<file path="src/rtl/settings_pkg.sv">
// Shared shaper settings: result width, channel count and per-channel FIFO depth.
package settings_pkg;

    localparam int FULL_SIZE         = 24;
    localparam int NUM_CHANNELS      = 4;
    localparam int RESULT_FIFO_DEPTH = 4;

    typedef logic signed [FULL_SIZE-1:0]          result_t;
    typedef logic [$clog2(NUM_CHANNELS)-1:0]      channel_id_t;

endpackage

</file>
<file path="src/rtl/trapez_result_fifo.sv">
// Small synchronous FIFO buffering one shaper's results; a push into a full
// FIFO is only accepted when a pop frees a slot in the same cycle.
module trapez_result_fifo #(
    parameter int DATA_WIDTH = 24,
    parameter int DEPTH      = 4
) (
    input  logic                  clk,
    input  logic                  reset,
    input  logic                  push,
    input  logic                  pop,
    input  logic [DATA_WIDTH-1:0] push_data,
    output logic [DATA_WIDTH-1:0] head_data,
    output logic                  full,
    output logic                  empty
);

    localparam int PTR_W = $clog2(DEPTH);
    localparam int CNT_W = PTR_W + 1;

    logic [DATA_WIDTH-1:0] mem [DEPTH];
    logic [PTR_W-1:0]      wr_ptr;
    logic [PTR_W-1:0]      rd_ptr;
    logic [CNT_W-1:0]      count;
    logic                  do_push;
    logic                  do_pop;

    assign full      = (count == CNT_W'(DEPTH));
    assign empty     = (count == '0);
    assign do_pop    = pop && !empty;
    assign do_push   = push && (!full || do_pop);
    assign head_data = mem[rd_ptr];

    always_ff @(posedge clk or negedge reset) begin
        if (!reset) begin
            wr_ptr <= '0;
            rd_ptr <= '0;
            count  <= '0;
        end else begin
            if (do_push) wr_ptr <= wr_ptr + PTR_W'(1);
            if (do_pop)  rd_ptr <= rd_ptr + PTR_W'(1);
            count <= count + CNT_W'(do_push) - CNT_W'(do_pop);
        end
    end

    // Storage needs no reset: the pointers alone define which entries are live.
    always_ff @(posedge clk) begin
        if (do_push) mem[wr_ptr] <= push_data;
    end

endmodule

</file>
<file path="src/rtl/trapez_shaper_result_mux.sv">
// Merges per-channel shaper results round-robin into one channel-tagged
// ready/valid stream; shapers cannot stall, so overflows are dropped and flagged.
module trapez_shaper_result_mux
    import settings_pkg::FULL_SIZE;
    import settings_pkg::RESULT_FIFO_DEPTH;
#(
    parameter int NUM_CHANNELS = settings_pkg::NUM_CHANNELS,
    parameter int DATA_WIDTH   = FULL_SIZE,
    parameter int FIFO_DEPTH   = RESULT_FIFO_DEPTH,
    parameter int CH_ID_WIDTH  = $clog2(NUM_CHANNELS)
) (
    input  logic                               clk,
    input  logic                               reset,
    input  logic [NUM_CHANNELS*DATA_WIDTH-1:0] in_data,
    input  logic [NUM_CHANNELS-1:0]            in_valid,
    output logic signed [DATA_WIDTH-1:0]       out_data,
    output logic [CH_ID_WIDTH-1:0]             out_channel,
    output logic                               out_valid,
    input  logic                               out_ready,
    output logic [NUM_CHANNELS-1:0]            overflow,
    input  logic [NUM_CHANNELS-1:0]            clear_overflow
);

    logic [DATA_WIDTH-1:0]   fifo_head [NUM_CHANNELS];
    logic [NUM_CHANNELS-1:0] fifo_full;
    logic [NUM_CHANNELS-1:0] fifo_empty;
    logic [NUM_CHANNELS-1:0] fifo_pop;
    logic [NUM_CHANNELS-1:0] drop;
    logic [CH_ID_WIDTH-1:0]  rr_ptr;
    logic [CH_ID_WIDTH-1:0]  grant_ch;
    logic [CH_ID_WIDTH-1:0]  candidate;
    logic                    grant_found;
    logic                    load_en;

    for (genvar k = 0; k < NUM_CHANNELS; k++) begin : g_fifo
        trapez_result_fifo #(
            .DATA_WIDTH(DATA_WIDTH),
            .DEPTH     (FIFO_DEPTH)
        ) u_fifo (
            .clk      (clk),
            .reset    (reset),
            .push     (in_valid[k]),
            .pop      (fifo_pop[k]),
            .push_data(in_data[k*DATA_WIDTH +: DATA_WIDTH]),
            .head_data(fifo_head[k]),
            .full     (fifo_full[k]),
            .empty    (fifo_empty[k])
        );
    end

    assign load_en = !out_valid || out_ready;
    assign drop    = in_valid & fifo_full & ~fifo_pop;

    // Search starts one past the last winner so every busy channel gets a turn.
    always_comb begin
        grant_found = 1'b0;
        grant_ch    = '0;
        candidate   = '0;
        for (int i = 1; i <= NUM_CHANNELS; i++) begin
            candidate = CH_ID_WIDTH'((int'(rr_ptr) + i) % NUM_CHANNELS);
            if (!grant_found && !fifo_empty[candidate]) begin
                grant_found = 1'b1;
                grant_ch    = candidate;
            end
        end
    end

    always_comb begin
        fifo_pop = '0;
        if (load_en && grant_found) fifo_pop[grant_ch] = 1'b1;
    end

    always_ff @(posedge clk or negedge reset) begin
        if (!reset) begin
            out_data    <= '0;
            out_channel <= '0;
            out_valid   <= 1'b0;
            rr_ptr      <= CH_ID_WIDTH'(NUM_CHANNELS - 1);
            overflow    <= '0;
        end else begin
            overflow <= (overflow & ~clear_overflow) | drop;
            if (load_en) begin
                if (grant_found) begin
                    out_data    <= fifo_head[grant_ch];
                    out_channel <= grant_ch;
                    out_valid   <= 1'b1;
                    rr_ptr      <= grant_ch;
                end else begin
                    out_valid <= 1'b0;
                end
            end
        end
    end

endmodule
</file>
<file path="config.mk">
export PLATFORM = sky130hd
export DESIGN_NAME = trapez_shaper_result_mux
export DESIGN_NICKNAME = d
export VERILOG_FILES = /design/src/rtl/settings_pkg.sv /design/src/rtl/trapez_result_fifo.sv /design/src/rtl/trapez_shaper_result_mux.sv
export SDC_FILE = /design/constraint.sdc
export NUM_CORES = 1
export LEC_CHECK = 0
export BUFFER_PORTS_ARGS = -buffer_cell sky130_fd_sc_hd__buf_4
export CAP_MARGIN = 20
export CORE_MARGIN = 2
export CORE_UTILIZATION = 60
export DETAILED_ROUTE_END_ITERATION = 6
export PLACE_DENSITY = 0.8
export REMOVE_ABC_BUFFERS = 1
export SYNTH_ARGS = -nofsm -noshare
export SYNTH_HDL_FRONTEND = slang
export SYNTH_HIERARCHICAL = 1
export SYNTH_SLANG_ARGS = --single-unit
</file>
<file path="constraint.sdc">
create_clock -name clk -period 3.9 [get_ports clk]
set_input_delay 0.585 -clock clk [delete_from_list [all_inputs] [get_ports clk]]
set_output_delay 0.585 -clock clk [all_outputs]
set_load 0.05 [all_outputs]
</file>
== Word level (Yosys, flattened, before mapping) ==
Memory sizes are Yosys's and may differ from the RTL's.
Cells that the tools add are included.
Word-level totals
  register bits after elaboration: 61
  memory bits (writable): 384
  input bits: 107
  word-level logic and storage cells: 127
  memories: 4
Operators by class
  add/subtract/negate cells: 20
  order comparisons: 7
  eq/ne operators: 4
  multiplexer cells: 31
  bitwise gates (word level): 7
  reductions and logical operators: 37
Memory list
  g_fifo[0].u_fifo.mem: depth 4, width 24, rd ports 1, clocked after memory_dff 0, write ports 1, RTL line trapez_result_fifo.sv:20  | logic [DATA_WIDTH-1:0] mem [DEPTH];
  g_fifo[1].u_fifo.mem: depth 4, width 24, rd ports 1, clocked after memory_dff 0, write ports 1, RTL line trapez_result_fifo.sv:20
  g_fifo[2].u_fifo.mem: depth 4, width 24, rd ports 1, clocked after memory_dff 0, write ports 1, RTL line trapez_result_fifo.sv:20
  g_fifo[3].u_fifo.mem: depth 4, width 24, rd ports 1, clocked after memory_dff 0, write ports 1, RTL line trapez_result_fifo.sv:20
Operators by type and width (number)
  $bmux W24 S2: 1
  $mux W24: 2
  $add A2 B1 Y2 const B: 10
  $mux W1: 18
  $lt A2 B3 Y1 const B: 5
  $logic_not A1 Y1: 14
  $logic_and A1 B1 Y1: 13
  $add A3 B1 Y3: 4
  $and A4 B4 Y4: 3
  $eq A3 B3 Y1 const B: 4
  $logic_not A3 Y1: 4
  $sub A3 B1 Y3: 4
  $bmux W1 S2: 4
  $mux W2: 4
  $not A4 Y4: 2
  $logic_or A1 B1 Y1: 5
  $add A2 B2 Y2 const B: 2
  $mux W4: 1
  $or A4 B4 Y4: 1
  $ge A3 B3 Y1 const B: 1
  $not A2 Y3: 1
  $demux W1 S2: 1
  $ge A2 B1 Y1 const B: 1
  $reduce_and A2 Y1: 1

== Longest topological paths before layout ==
  depth in word-level cells: 22
  depth in mapped cells: 15
  gate-level depth less buffers: 13

== Cells and area by module ==
The synthesis kept the hierarchy.
Modules (own cells, without submodules)
  trapez_result_fifo at g_fifo[1].u_fifo ...: times used 2, cells each 161, area an instance 3900.0 µm², seq. area each 3057.9 µm²
  trapez_result_fifo at g_fifo[0].u_fifo: times used 1, cells each 162, area an instance 3910.0 µm², seq. area each 3057.9 µm²
  trapez_result_fifo at g_fifo[3].u_fifo: times used 1, cells each 161, area an instance 3907.5 µm², seq. area each 3057.9 µm²
  trapez_shaper_result_mux: times used 1, cells each 220, area an instance 2093.3 µm², seq. area each 828.3 µm²

== Worst setup path after synthesis ==
Ideal clock, no wire load.
  path kind: flip-flop to flip-flop
  start point: reg g_fifo[0].u_fifo.count[1]
  end point: mem g_fifo[2].u_fifo.mem[0][0] (enable)
  library setup time: 0.383 ns
  arrival: 2.884 ns
  data required time: 3.517 ns
  slack: 0.633 ns
  cell stages (with the launch flop): 10
  clock period less this slack: 3.267 ns
  cells stage by stage: dfrtp_1 > nor3_1 > and3b_1 > a31oi_1 > nand4_1 > clkbuf_1 > nor2_1 > inv_1 > a21boi_2 > and2_1
Between the ends
  word-level cells in the longest chain between the ends: 22
  elaborated cells between the ends (all ways): 37
RTL lines
  from (decl): RTL line trapez_result_fifo.sv:23  | logic [CNT_W-1:0] count;
  from (signal assigned): RTL line trapez_result_fifo.sv:41  | count <= count + CNT_W'(do_push) - CNT_W'(do_pop);
  $logic_not A3 Y1 (*): RTL line trapez_result_fifo.sv:28  | assign empty = (count == '0);
  named net fifo_empty[0]: RTL line trapez_shaper_result_mux.sv:26  | logic [NUM_CHANNELS-1:0] fifo_empty;
  $bmux W1 S2: RTL line trapez_shaper_result_mux.sv:61  | if (!grant_found && !fifo_empty[candidate]) begin
  $mux W1 (implied by the code): RTL line trapez_shaper_result_mux.sv:61
  $logic_not A1 Y1: RTL line trapez_shaper_result_mux.sv:61
  $logic_and A1 B1 Y1: RTL line trapez_shaper_result_mux.sv:61
  $mux W1: RTL line trapez_shaper_result_mux.sv:61
  $logic_not A1 Y1: RTL line trapez_shaper_result_mux.sv:61
  (+8 left out)
  $demux W1 S2: RTL line trapez_shaper_result_mux.sv:70  | if (load_en && grant_found) fifo_pop[grant_ch] = 1'b1;
  $mux W4 (*): RTL line trapez_shaper_result_mux.sv:70
  named net fifo_pop[2]: RTL line trapez_shaper_result_mux.sv:27  | logic [NUM_CHANNELS-1:0] fifo_pop;
  $logic_and A1 B1 Y1 (*): RTL line trapez_result_fifo.sv:29  | assign do_pop = pop && !empty;
  $logic_or A1 B1 Y1 (*): RTL line trapez_result_fifo.sv:30  | assign do_push = push && (!full || do_pop);
  $logic_and A1 B1 Y1 (*): RTL line trapez_result_fifo.sv:30
  $mux W1 (*): RTL line trapez_result_fifo.sv:47  | if (do_push) mem[wr_ptr] <= push_data;
  $mux W1 (implied by the code) (*): RTL line trapez_result_fifo.sv:47
  to (decl): RTL line trapez_result_fifo.sv:20
The timed path passes the listed nets; every way through them passes the cells marked *. The select of a mux whose other input is x is not followed.

== Worst setup path after layout ==
  start point: reg g_fifo[3].u_fifo.count[1]
  end point: reg g_fifo[1].u_fifo.count[2]
Between the ends
  word-level cells in the longest chain between the ends: 22
  elaborated cells between the ends (all ways): 37
RTL lines (RTL line)
  from (decl): trapez_result_fifo.sv:23
  from (signal assigned): trapez_result_fifo.sv:41
  $logic_not A3 Y1 (*): trapez_result_fifo.sv:28
  named net fifo_empty[3]: trapez_shaper_result_mux.sv:26
  $bmux W1 S2: trapez_shaper_result_mux.sv:61
  $mux W1 (implied by the code): trapez_shaper_result_mux.sv:61
  $logic_not A1 Y1: trapez_shaper_result_mux.sv:61
  $logic_and A1 B1 Y1: trapez_shaper_result_mux.sv:61
  $mux W1: trapez_shaper_result_mux.sv:61
  $logic_not A1 Y1: trapez_shaper_result_mux.sv:61
  (+8 left out)
  $demux W1 S2: trapez_shaper_result_mux.sv:70
  $mux W4 (*): trapez_shaper_result_mux.sv:70
  named net fifo_pop[1]: trapez_shaper_result_mux.sv:27
  $logic_and A1 B1 Y1 (*): trapez_result_fifo.sv:29
  $logic_or A1 B1 Y1: trapez_result_fifo.sv:30
  $logic_and A1 B1 Y1: trapez_result_fifo.sv:30
  $add A3 B1 Y3: trapez_result_fifo.sv:41
  $sub A3 B1 Y3 (*): trapez_result_fifo.sv:41
  to (signal assigned): trapez_result_fifo.sv:41
  to (decl): trapez_result_fifo.sv:23
Marks and branches as above.
A chain may end at the register's enable or synchronous reset.

==> flow_metrics.env <==
export IMPL_status="finished, final reports clean"
export IMPL_wirelength_um=36500
export IMPL_clock_latency_ns=0.54
export IMPL_worst_slew_pin_slew_ns=0.854
export IMPL_hpwlAfterDp_um=24300
export IMPL_synth_top_cell_area_share_pct=65.1
export IMPL_grt_pass1_vias=9184
export IMPL_worstPathMaxFanout=9
export IMPL_syn_area_per_cell_um2=20.5
export IMPL_start_kind="flip-flop"
export IMPL_vias=8823
export IMPL_cts_buffers=43
export IMPL_power_total_mw=16.9
export IMPL_p_per_area_nw_per_um2=820
export IMPL_num_rows=62
export IMPL_tritoncts="built"
export IMPL_r2r_start="g_fifo[3].u_fifo/count[1]"
export IMPL_rsz0062_at_grt="false"
export IMPL_diodes=0
export IMPL_placed_area_um2=19200
export IMPL_p_leak_nw=7.35
export IMPL_wl_per_cell_um=25.0
export IMPL_cts_sinks=445
export IMPL_clkTransAtPathRegs_ns=0.07
export IMPL_start_util_pct=61.4
export IMPL_maxSlewViolCount=0
export IMPL_synthTopCellsByCount="edfxtp_1, mux4_2, dfrtp_1"
export IMPL_synth_edff_count=384
export IMPL_setup_violations=0
export IMPL_required_ns=4.36
export IMPL_drive_gt1_share_pct=33.3
export IMPL_fin_skew_ns=0.0151
export IMPL_hold_buffers=0
export IMPL_yosys_cell_count_top_type="edfxtp_1"
export IMPL_clockBufferDepth=3
export IMPL_utilization_pct=71.4
export IMPL_tns_ns=0
export IMPL_synth_top_area_cell="edfxtp_1"
export IMPL_ant_nets=0
export IMPL_ys_flop_type="edfxtp_1"
export IMPL_fillers=1711
export IMPL_coreArea_um2=28900
export IMPL_cp_arrival_ns=4.09
export IMPL_r2r_setup_slack_ns=0.28
export IMPL_min_period_ns=3.62
export IMPL_gp_congestion=0.837
export IMPL_yosysWarnings=6
export IMPL_cts_root_buf="clkbuf_16"
export IMPL_clock_fmax_ghz=0.276
export IMPL_place_ws_ns=0.417
export IMPL_cp_end_kind="flip-flop"
export IMPL_h_tree_depth=2
export IMPL_worstRegToRegCells=13
export IMPL_synth_area_leaders="edfxtp_1, mux4_2, dfrtp_1"
export IMPL_grt_pass1_wl_um=54600
export IMPL_synthArstFlopShare_pct=13.7
export IMPL_first_pass_iters=5
export IMPL_min_path_type="in -> async"
export IMPL_antenna_found_initial=1
export IMPL_grt_ovfl_total=0
export IMPL_fin_area_um2=20600
export IMPL_yosys_register_bits=445
export IMPL_die_w_um=176
export IMPL_cts_repair_resize_count=0
export IMPL_postCtsSetupBuffers=0
export IMPL_setup_ws_ns=0.277
export IMPL_dr_first_iter_drc_count=963
export IMPL_fin_nets=1169
export IMPL_synth_seq_area_share_pct=73.7
export IMPL_die_h_um=176
export IMPL_drc=0
export IMPL_synth_area_um2=17700
export IMPL_worstSetupPathType="reg -> reg"
export IMPL_synthCells=865
export IMPL_peakVddDrop_mv=0.513
export IMPL_port_buffers=137
export IMPL_ios=138
export IMPL_cap_violations=0
export IMPL_area_growth_pct=16.3
export IMPL_fp_dieArea_um2=30900
export IMPL_grt_max_degree=62
export IMPL_r2r_end="g_fifo[1].u_fifo/count[2]"
export IMPL_fin_crit_sh_pct=92.9
export IMPL_ys_types=45
export IMPL_slew_headroom_pct=43.1
export IMPL_via_per_inst=6.06
export IMPL_grt_usage_pct=24.2
export IMPL_finalHoldViolCount=0
==> final cells by class <==
| cell class | count | area [um^2] | share of cell area [%] |
|---|---|---|---|
| clock buffer | 64 | 1240 | 6.00 |
| clock inverter | 16 | 155 | 0.753 |
| inverter | 28 | 105 | 0.510 |
| multi-input combinational | 349 | 4250 | 20.6 |
| sequential | 445 | 13100 | 63.4 |
| tap | 384 | 480 | 2.33 |
| timing repair buffer | 171 | 1320 | 6.39 |
==> per-stage QoR <==
stage | hold WS, ns | std cells
CTS | 0.147 | 1456
detailed placement | 0.544 | 1376
global route | 0.210 | 1457
global placement | 0.517 | 1376
finish | 0.125 | 1457
floorplan | 0.289 | 822
==> cells by family (layout without fill, tap and decap cells) <==
group | Yosys count | count (layout) | synth area share [%]
and+or+nand+nor | 106 | 106 | 3.38
adders and majority gates | 24 | 24 | 1.87
muxes | 125 | 125 | 14.0
buffers and inverters | 71 | 279 | 2.39
DFF | 445 | 445 | 73.7
AOI/OAI and AO/OA | 74 | 74 | 3.67
xor gates and xnor gates | 20 | 20 | 0.989
==> critical path: stages (launching register included) <==
cell and delay [ns]:
dfrtp_1 0.46, nor3_1 0.51, nand2_1 0.23, nor2_1 0.34, a311oi_4 0.09, buf_4 0.20, and2_1 0.21, o31ai_2 0.14
or2_1 0.22, a21bo_1 0.23, ha_1 0.19, fa_1 0.38, xnor2_1 0.20, xnor2_1 0.14
==> routing by layer <==
metal | vias up | wire length, um | track usage (%)
met5 | - | 13 | 0
met4 | 2 | 1080 | 8.13
met3 | 61 | 2910 | 5.80
met2 | 334 | 18000 | 39.3
met1 | 4585 | 14500 | 32.9
li1 | 3841 | - | -
==> layout by cell type (no fill, tap or decap), types with 3 or more instances in the layout <==
master     netlist  layout
buf_4            0     168
clkinv_2         0       6
mux2i_1         24      24
nor3b_4          4       4
clkbuf_16        0      44
edfxtp_1       384     384
nor2_1          37      36
and2_1          16      16
nand2_1          8       8
ha_1            20      20
o21ai_0          3       3
or2_1            4       4
mux4_2          96      96
o22ai_1          5       5
o31ai_2          4       4
dfrtp_1         59      59
xor2_1           5       5
a211oi_1        23      23
xnor2_1         15      15
and3_1          24      24
inv_1           28      28
fa_1             4       4
clkbuf_1        13      14
clkbuf_8         0       6
nor3_1           5       5
a221oi_1        23      23
mux2_4           4       4
a21bo_1          3       3
==> flip-flops by register name, summed over array words and instances (netlist names) <==
register,flops
g_fifo.u_fifo/mem,384
out_data,24
g_fifo.u_fifo/count,12
g_fifo.u_fifo/rd_ptr,8
g_fifo.u_fifo/wr_ptr,8
overflow,4
out_channel,2
rr_ptr,2
out_valid,1
==> how the worst max path moves through the flow <==
stage,from,to
finish,g_fifo[3].u_fifo/count[1],g_fifo[1].u_fifo/count[2]
detailed placement,g_fifo[1].u_fifo/count[1],g_fifo[1].u_fifo/count[2]
CTS,g_fifo[3].u_fifo/count[1],g_fifo[1].u_fifo/count[2]
global route,g_fifo[1].u_fifo/count[1],g_fifo[1].u_fifo/count[2]
floorplan,g_fifo[1].u_fifo/count[1],g_fifo[0].u_fifo/count[2]
global placement,g_fifo[1].u_fifo/count[1],g_fifo[1].u_fifo/count[2]
==> power breakdown <==
group / leakage (nW) / total [mW] / internal, mW / switching, mW
Sequential: 4.22 / 7.07 / 6.43 / 0.636
Clock: 0.677 / 4.00 / 2.34 / 1.66
Combinational: 2.46 / 5.83 / 2.43 / 3.40
Total: 7.35 / 16.9 / 11.2 / 5.70
No activity file was read; power rests on OpenSTA's default activity.
